File: src/rtl/vga_timing_pattern_gen.sv
// VGA/LCD timing generator with grid / colour-bar / FIFO-stream / solid pixel sources.
// Optional macro VGA_UNDERFLOW_CNT_EN adds a saturating per-frame underflow counter port.
module vga_timing_pattern_gen #(
   parameter int HDISP     = 800,
   parameter int VDISP     = 480,
   parameter int HFP       = 40,
   parameter int HPULSE    = 48,
   parameter int HBP       = 40,
   parameter int VFP       = 13,
   parameter int VPULSE    = 3,
   parameter int VBP       = 29,
   parameter int RGB_W     = 24,
   parameter int GRID_LOG2 = 4
) (
   input  logic             pixel_clk,
   input  logic             pixel_rst,
   input  logic             enable,
   input  logic [1:0]       pattern_sel,
   input  logic [RGB_W-1:0] solid_rgb,
   input  logic [RGB_W-1:0] fifo_rdata,
   input  logic             fifo_empty,
   output logic             fifo_rd,
   output logic             hs,
   output logic             vs,
   output logic             blank,
   output logic [RGB_W-1:0] rgb,
   output logic             frame_start,
   output logic             underflow
`ifdef VGA_UNDERFLOW_CNT_EN
   ,
   output logic [15:0]      underflow_cnt
`endif
);

   localparam int HTOT = HFP + HPULSE + HBP + HDISP;
   localparam int VTOT = VFP + VPULSE + VBP + VDISP;
   localparam int HW   = $clog2(HTOT);
   localparam int VW   = $clog2(VTOT);
   localparam int BARW = HDISP / 8;
   localparam int BPW  = $clog2(BARW + 1);
   localparam int CW   = RGB_W / 3;

   localparam logic [HW-1:0]  H_LAST = HW'(HTOT - 1);
   localparam logic [VW-1:0]  V_LAST = VW'(VTOT - 1);
   localparam logic [HW-1:0]  H_PS   = HW'(HFP);
   localparam logic [HW-1:0]  H_PE   = HW'(HFP + HPULSE);
   localparam logic [HW-1:0]  H_ACT  = HW'(HFP + HPULSE + HBP);
   localparam logic [VW-1:0]  V_PS   = VW'(VFP);
   localparam logic [VW-1:0]  V_PE   = VW'(VFP + VPULSE);
   localparam logic [VW-1:0]  V_ACT  = VW'(VFP + VPULSE + VBP);
   localparam logic [BPW-1:0] BP_LAST = BPW'(BARW - 1);

   typedef enum logic [1:0] {
      PAT_GRID   = 2'd0,
      PAT_BARS   = 2'd1,
      PAT_STREAM = 2'd2,
      PAT_SOLID  = 2'd3
   } pat_e;

   logic [HW-1:0]    hcnt_q, hcnt_d;
   logic [VW-1:0]    vcnt_q, vcnt_d;
   pat_e             mode_q, mode_d;
   logic [BPW-1:0]   bar_px_q, bar_px_d;
   logic [3:0]       bar_idx_q, bar_idx_d;
   logic             hs_q, hs_d;
   logic             vs_q, vs_d;
   logic             blank_q, blank_d;
   logic [RGB_W-1:0] rgb_q, rgb_d;
   logic             frame_start_q, frame_start_d;
   logic             underflow_q, underflow_d;

   logic             active;
   logic             origin;
   logic [HW-1:0]    x;
   logic [VW-1:0]    y;
   logic [RGB_W-1:0] bar_rgb;

   assign active = (hcnt_q >= H_ACT) && (vcnt_q >= V_ACT);
   assign origin = (hcnt_q == '0) && (vcnt_q == '0);
   assign x      = hcnt_q - H_ACT;
   assign y      = vcnt_q - V_ACT;

   // Bar colour straight from the index bits: R=~idx[1], G=~idx[2], B=~idx[0]; idx>=8 is black.
   assign bar_rgb = bar_idx_q[3] ? '0 :
                    RGB_W'({{CW{~bar_idx_q[1]}}, {CW{~bar_idx_q[2]}}, {CW{~bar_idx_q[0]}}});

   assign fifo_rd = enable && active && (mode_q == PAT_STREAM) && !fifo_empty;

   always_comb begin
      hcnt_d        = hcnt_q;
      vcnt_d        = vcnt_q;
      mode_d        = mode_q;
      bar_px_d      = '0;
      bar_idx_d     = '0;
      hs_d          = 1'b1;
      vs_d          = 1'b1;
      blank_d       = 1'b0;
      rgb_d         = '0;
      frame_start_d = 1'b0;
      underflow_d   = 1'b0;

      if (!enable) begin
         hcnt_d = '0;
         vcnt_d = '0;
         mode_d = PAT_GRID;
      end else begin
         if (hcnt_q == H_LAST) begin
            hcnt_d = '0;
            vcnt_d = (vcnt_q == V_LAST) ? '0 : vcnt_q + 1'b1;
         end else begin
            hcnt_d = hcnt_q + 1'b1;
         end

         // Mode only changes at the frame origin so a frame never mixes sources.
         if (origin) begin
            mode_d = pat_e'(pattern_sel);
         end

         if (active) begin
            if (bar_px_q == BP_LAST) begin
               bar_idx_d = bar_idx_q[3] ? bar_idx_q : bar_idx_q + 4'd1;
            end else begin
               bar_px_d  = bar_px_q + 1'b1;
               bar_idx_d = bar_idx_q;
            end
         end

         frame_start_d = origin;
         hs_d          = !((hcnt_q >= H_PS) && (hcnt_q < H_PE));
         vs_d          = !((vcnt_q >= V_PS) && (vcnt_q < V_PE));
         blank_d       = active;

         if (active) begin
            case (mode_q)
               PAT_GRID:   rgb_d = (&x[GRID_LOG2-1:0] || &y[GRID_LOG2-1:0]) ? '1 : '0;
               PAT_BARS:   rgb_d = bar_rgb;
               PAT_STREAM: begin
                  rgb_d       = fifo_empty ? '0 : fifo_rdata;
                  underflow_d = fifo_empty;
               end
               default:    rgb_d = solid_rgb;
            endcase
         end
      end
   end

   always_ff @(posedge pixel_clk or posedge pixel_rst) begin
      if (pixel_rst) begin
         hcnt_q        <= '0;
         vcnt_q        <= '0;
         mode_q        <= PAT_GRID;
         bar_px_q      <= '0;
         bar_idx_q     <= '0;
         hs_q          <= 1'b1;
         vs_q          <= 1'b1;
         blank_q       <= 1'b0;
         rgb_q         <= '0;
         frame_start_q <= 1'b0;
         underflow_q   <= 1'b0;
      end else begin
         hcnt_q        <= hcnt_d;
         vcnt_q        <= vcnt_d;
         mode_q        <= mode_d;
         bar_px_q      <= bar_px_d;
         bar_idx_q     <= bar_idx_d;
         hs_q          <= hs_d;
         vs_q          <= vs_d;
         blank_q       <= blank_d;
         rgb_q         <= rgb_d;
         frame_start_q <= frame_start_d;
         underflow_q   <= underflow_d;
      end
   end

   assign hs          = hs_q;
   assign vs          = vs_q;
   assign blank       = blank_q;
   assign rgb         = rgb_q;
   assign frame_start = frame_start_q;
   assign underflow   = underflow_q;

`ifdef VGA_UNDERFLOW_CNT_EN
   logic [15:0] ucnt_q, ucnt_d;

   // Cleared on the same edge that raises frame_start, so the last frame's total stays visible until then.
   always_comb begin
      ucnt_d = ucnt_q;
      if (enable && origin) begin
         ucnt_d = '0;
      end else if (underflow_d && (ucnt_q != 16'hFFFF)) begin
         ucnt_d = ucnt_q + 16'd1;
      end
   end

   always_ff @(posedge pixel_clk or posedge pixel_rst) begin
      if (pixel_rst) begin
         ucnt_q <= '0;
      end else begin
         ucnt_q <= ucnt_d;
      end
   end

   assign underflow_cnt = ucnt_q;
`endif

endmodule
File: config.mk
export PLATFORM = sky130hd
export DESIGN_NAME = vga_timing_pattern_gen
export DESIGN_NICKNAME = d
export VERILOG_FILES = /design/src/rtl/vga_timing_pattern_gen.sv
export SDC_FILE = /design/constraint.sdc
export NUM_CORES = 1
export LEC_CHECK = 0
export CORE_ASPECT_RATIO = 0.8
export CORE_MARGIN = 10
export CORE_UTILIZATION = 40
export CTS_CLUSTER_SIZE = 24
export DETAILED_ROUTE_END_ITERATION = 10
export PLACE_DENSITY_LB_ADDON = 0.08
export SKIP_LAST_GASP = 1
export SYNTH_ARGS = -nofsm -noshare
export SYNTH_HDL_FRONTEND = slang
export SYNTH_SLANG_ARGS = --single-unit
export TNS_END_PERCENT = 5
File: constraint.sdc
create_clock -name pixel_clk -period 2.6 [get_ports pixel_clk]
set_clock_uncertainty 0.15 [all_clocks]
set_input_delay 0.52 -clock pixel_clk [delete_from_list [all_inputs] [get_ports pixel_clk]]
set_output_delay 0.52 -clock pixel_clk [all_outputs]
set_load 0.02 [all_outputs]
==> impl_metrics.json <==
{
  "path_max_fanout": 3,
  "yosys-top-cells-count": "dfrtp_1 (60), nand2_1 (45), nor2_1 (35)",
  "synthXorXnorAreaFrac_pct": 6.40,
  "seqPwrFrac_pct": 45.1,
  "p_leak_nw": 1.99,
  "top_usage_layer": "met2",
  "die_w_um": 119,
  "status": "finished with violations",
  "relSlewSlack_pct": 55.0,
  "placedInstanceArea_mm2": 0.00424,
  "clkPwrFrac_pct": 42.3,
  "min-delay-start": "bar_px_q[0]",
  "io_pins": 84,
  "ys_ff_latch": 62,
  "max-vdd-ir-drop_mv": 0.273,
  "critical_path_class": "flop to output pin",
  "clk_latency_ns": 0.33,
  "synthArstFlopShare_pct": 100,
  "numCtsBuffers": 9,
  "rsz0062_at_grt": "true",
  "drt_iter0_drc": 107,
  "firstDrtPassIters": 6,
  "drt_wl_total_um": 8600,
  "synth_compound_area_share_pct": 12.3,
  "synth_mux_area_share_pct": 1.27,
  "gr-usage-met1_pct": 18.7,
  "portBuffers": 83,
  "synth_edf_count": 0,
  "yosys.area_share.simple_pct": 23.2,
  "slew_violations": 0,
  "clkSinkCount": 62,
  "final_layout_size_suffix_gt1_share_pct": 15.0,
  "coreArea_mm2": 0.00753,
  "synthTopCellsByArea": "dfrtp_1 (48%), a22oi_1 (5.5%), nand2_1 (5.4%), nor2_1 (4.2%), xor2_1 (3.9%)",
  "synth_warnings": 0,
  "grt_pass1_vias": 2696,
  "grtUsageTotal_pct": 14.5,
  "path_clk_slew_ns": 0.07,
  "final_antenna_net_count": 0,
  "switching_share_pct": 22.7,
  "dieHeight_um": 99.3,
  "hpwl_um": 6340,
  "end_kind": "output pin",
  "synthFlopType": "dfrtp_1",
  "fin_crit_ns": 2.60,
  "r2r_end": "rgb[18]",
  "violations": "setup timing",
  "wl_per_cell_um": 16.2,
  "tightestPinTransition_ns": 0.668,
  "hold_viol_final": 0,
  "comb_power_share_pct": 12.6,
  "grt_max_degree": 49,
  "grt_pass1_wl_um": 14000,
  "drv_cap": 0,
  "reg2reg_slack_ns": 0.16,
  "initial_utilization_pct": 41.8,
  "syn-instance-count": 319,
  "via_per_inst": 5.04,
  "antenna_found_initial": 0,
  "hold_depth": 1,
  "vias": 2679,
  "grtUsageMet3_pct": 5.54,
  "rr_startpoint": "vcnt_q[1]",
  "switchingPower_w": 0.000494,
  "min_to": "bar_px_q[0]",
  "synth.avg_cell_area_um2": 9.86,
  "ys_seq_area_share_pct": 49.4,
  "hold_buffers": 0,
  "min_path_type": "flop to flop",
  "drc": 0,
  "period_share_pct": 100,
  "startpoint_type": "flop",
  "cts_root_buf": "clkbuf_8",
  "grt-ovfl-total": 0,
  "max_freq_mhz": 384,
  "ff2ff_path_depth": 9,
  "h-tree-depth": 3,
  "setup_tns_ns": -0.00464,
  "yosysMostFrequentCell": "dfrtp_1",
  "cts_buffer_depth": 2,
  "fin_nets": 484,
  "syn_to_final_growth_pct": 44.5,
  "cts_tree": "done",
  "syn_area_mm2": 0.00315,
  "yosys.area.top_type": "dfrtp_1",
  "yosysTopAreaCellShare_pct": 47.7,
  "layout_setup_ws_ns": -0.00464,
  "place.gp.congestion": 0.797,
  "dieArea_mm2": 0.0118,
  "antenna_cells": 0,
  "syn_nets": 381,
  "synth_cell_types": 51,
  "cp.required_ns": 1.93,
  "p_int_w": 0.00168,
  "fillerInstances": 670,
  "synth_top_family_by_area": "simple AND/OR/NAND/NOR gates",
  "gr-usage-met2_pct": 22.1,
  "synthAdderAreaFrac_pct": 3.18,
  "p_per_area_mw_per_mm2": 478,
  "worstPathArrival_ns": 1.93,
  "fin_area_mm2": 0.00455,
  "fp-row-count": 28,
  "finalSetupViolCount": 1
}
-- timing repair --
item / CTS / global route
setup buffers: 1 / 3
setup endpoints to repair: 1 / 1
resized for setup: 7 / 11
pin swaps: 0 / 6
-- sequential cells by signal, summed over array words and instances (netlist names) --
register     cells
mode_q           2
rgb             24
bar_idx_q        4
vs               1
bar_px_q         7
hs               1
underflow        1
hcnt_q          10
blank            1
frame_start      1
vcnt_q          10
-- worst max-delay path by stage --
| stage | start | endpoint | slack [ns] | cells after the start |
|---|---|---|---|---|
| 3_5_place_dp | vcnt_q[0] | fifo_rd | -0.30 | 8 |
| 3_3_place_gp | vcnt_q[0] | fifo_rd | -0.19 | 8 |
| 4_1_cts | vcnt_q[0] | fifo_rd | -0.07 | 8 |
| 6_report | vcnt_q[1] | fifo_rd | -0.005 | 8 |
| 2_1_floorplan | vcnt_q[0] | fifo_rd | 0.09 | 8 |
| 5_1_grt | vcnt_q[1] | fifo_rd | -0.16 | 8 |
-- layer usage --
metal  share of wire, %  vias to the layer above
met5                  0                        -
met4               0.64                        0
met3                5.8                        4
met2                 47                       57
met1                 47                     1284
li1                   -                     1334
-- cells in the final DEF, fill, tap and decap left out, types with 4 or more instances in the layout --
master	synthesis	routed
nand4_1	5	5
a21oi_1	4	4
mux2i_1	4	4
a22oi_1	23	23
nor2_1	35	35
nand3_1	11	10
ha_1	8	6
a2111oi_0	5	5
xnor2_1	9	9
nand2_1	45	45
buf_4	1	27
nor4_1	5	5
clkbuf_8	0	10
xor2_1	14	14
dfrtp_1	60	59
nor3_1	20	20
inv_1	7	5
clkdlybuf4s50_1	0	82
-- cell type report --
class                           instances  area [um^2]  area share, %
Tap cell                              105          131           2.89
Sequential cell                        62         1560           34.2
Clock buffer                           12          145           3.19
Multi-Input combinational cell        229         1530           33.7
Clock inverter                          4         70.1           1.54
Inverter                                8         30.0          0.661
Timing Repair Buffer                  112         1080           23.8
-- logic make-up (layout without fill, tap and decap cells) --
group / after synthesis / in the layout
AOI/OAI and AO/OA: 47 / 47
xor gates and xnor gates: 23 / 23
adders and majority gates: 8 / 8
buffers and inverters: 28 / 136
DFF: 62 / 62
muxes: 4 / 4
and+or+nand+nor: 147 / 147
-- power groups by stage --
stage	registers, W	logic [W]	clock network, W
after floorplan	0.000998	0.000141	0
after global placement	0.000998	0.000275	0
after detailed placement	0.000998	0.000275	0
after CTS	0.000979	0.000276	0.000954
after global routing	0.000981	0.000300	0.00100
final	0.000981	0.000273	0.000920
-- worst max-delay path, cell delays in order (launching register included) --
cell and delay (ns):
dfrtp_1 0.39, inv_2 0.11, ha_4 0.13, nand2b_4 0.13
a31oi_4 0.07, o21ai_2 0.18, nand3_2 0.12, nor4b_4 0.28
buf_4 0.18
-- per-stage QoR --
| stage | hold WS, ns | power, W | setup WS, ns | cells | utilization, % |
|---|---|---|---|---|---|
| after floorplan | 0.275 | 0.00114 | 0.0866 | 319 | - |
| after global placement | 0.298 | 0.00127 | -0.185 | 512 | 56.2 |
| after detailed placement | 0.292 | 0.00127 | -0.301 | 512 | 56.2 |
| after CTS | 0.302 | 0.00221 | -0.0676 | 529 | 59.2 |
| after global routing | 0.352 | 0.00229 | -0.158 | 532 | 60.3 |
| final | 0.300 | 0.00217 | -0.00464 | 532 | 60.3 |
Power figures use the tool's default switching activity.
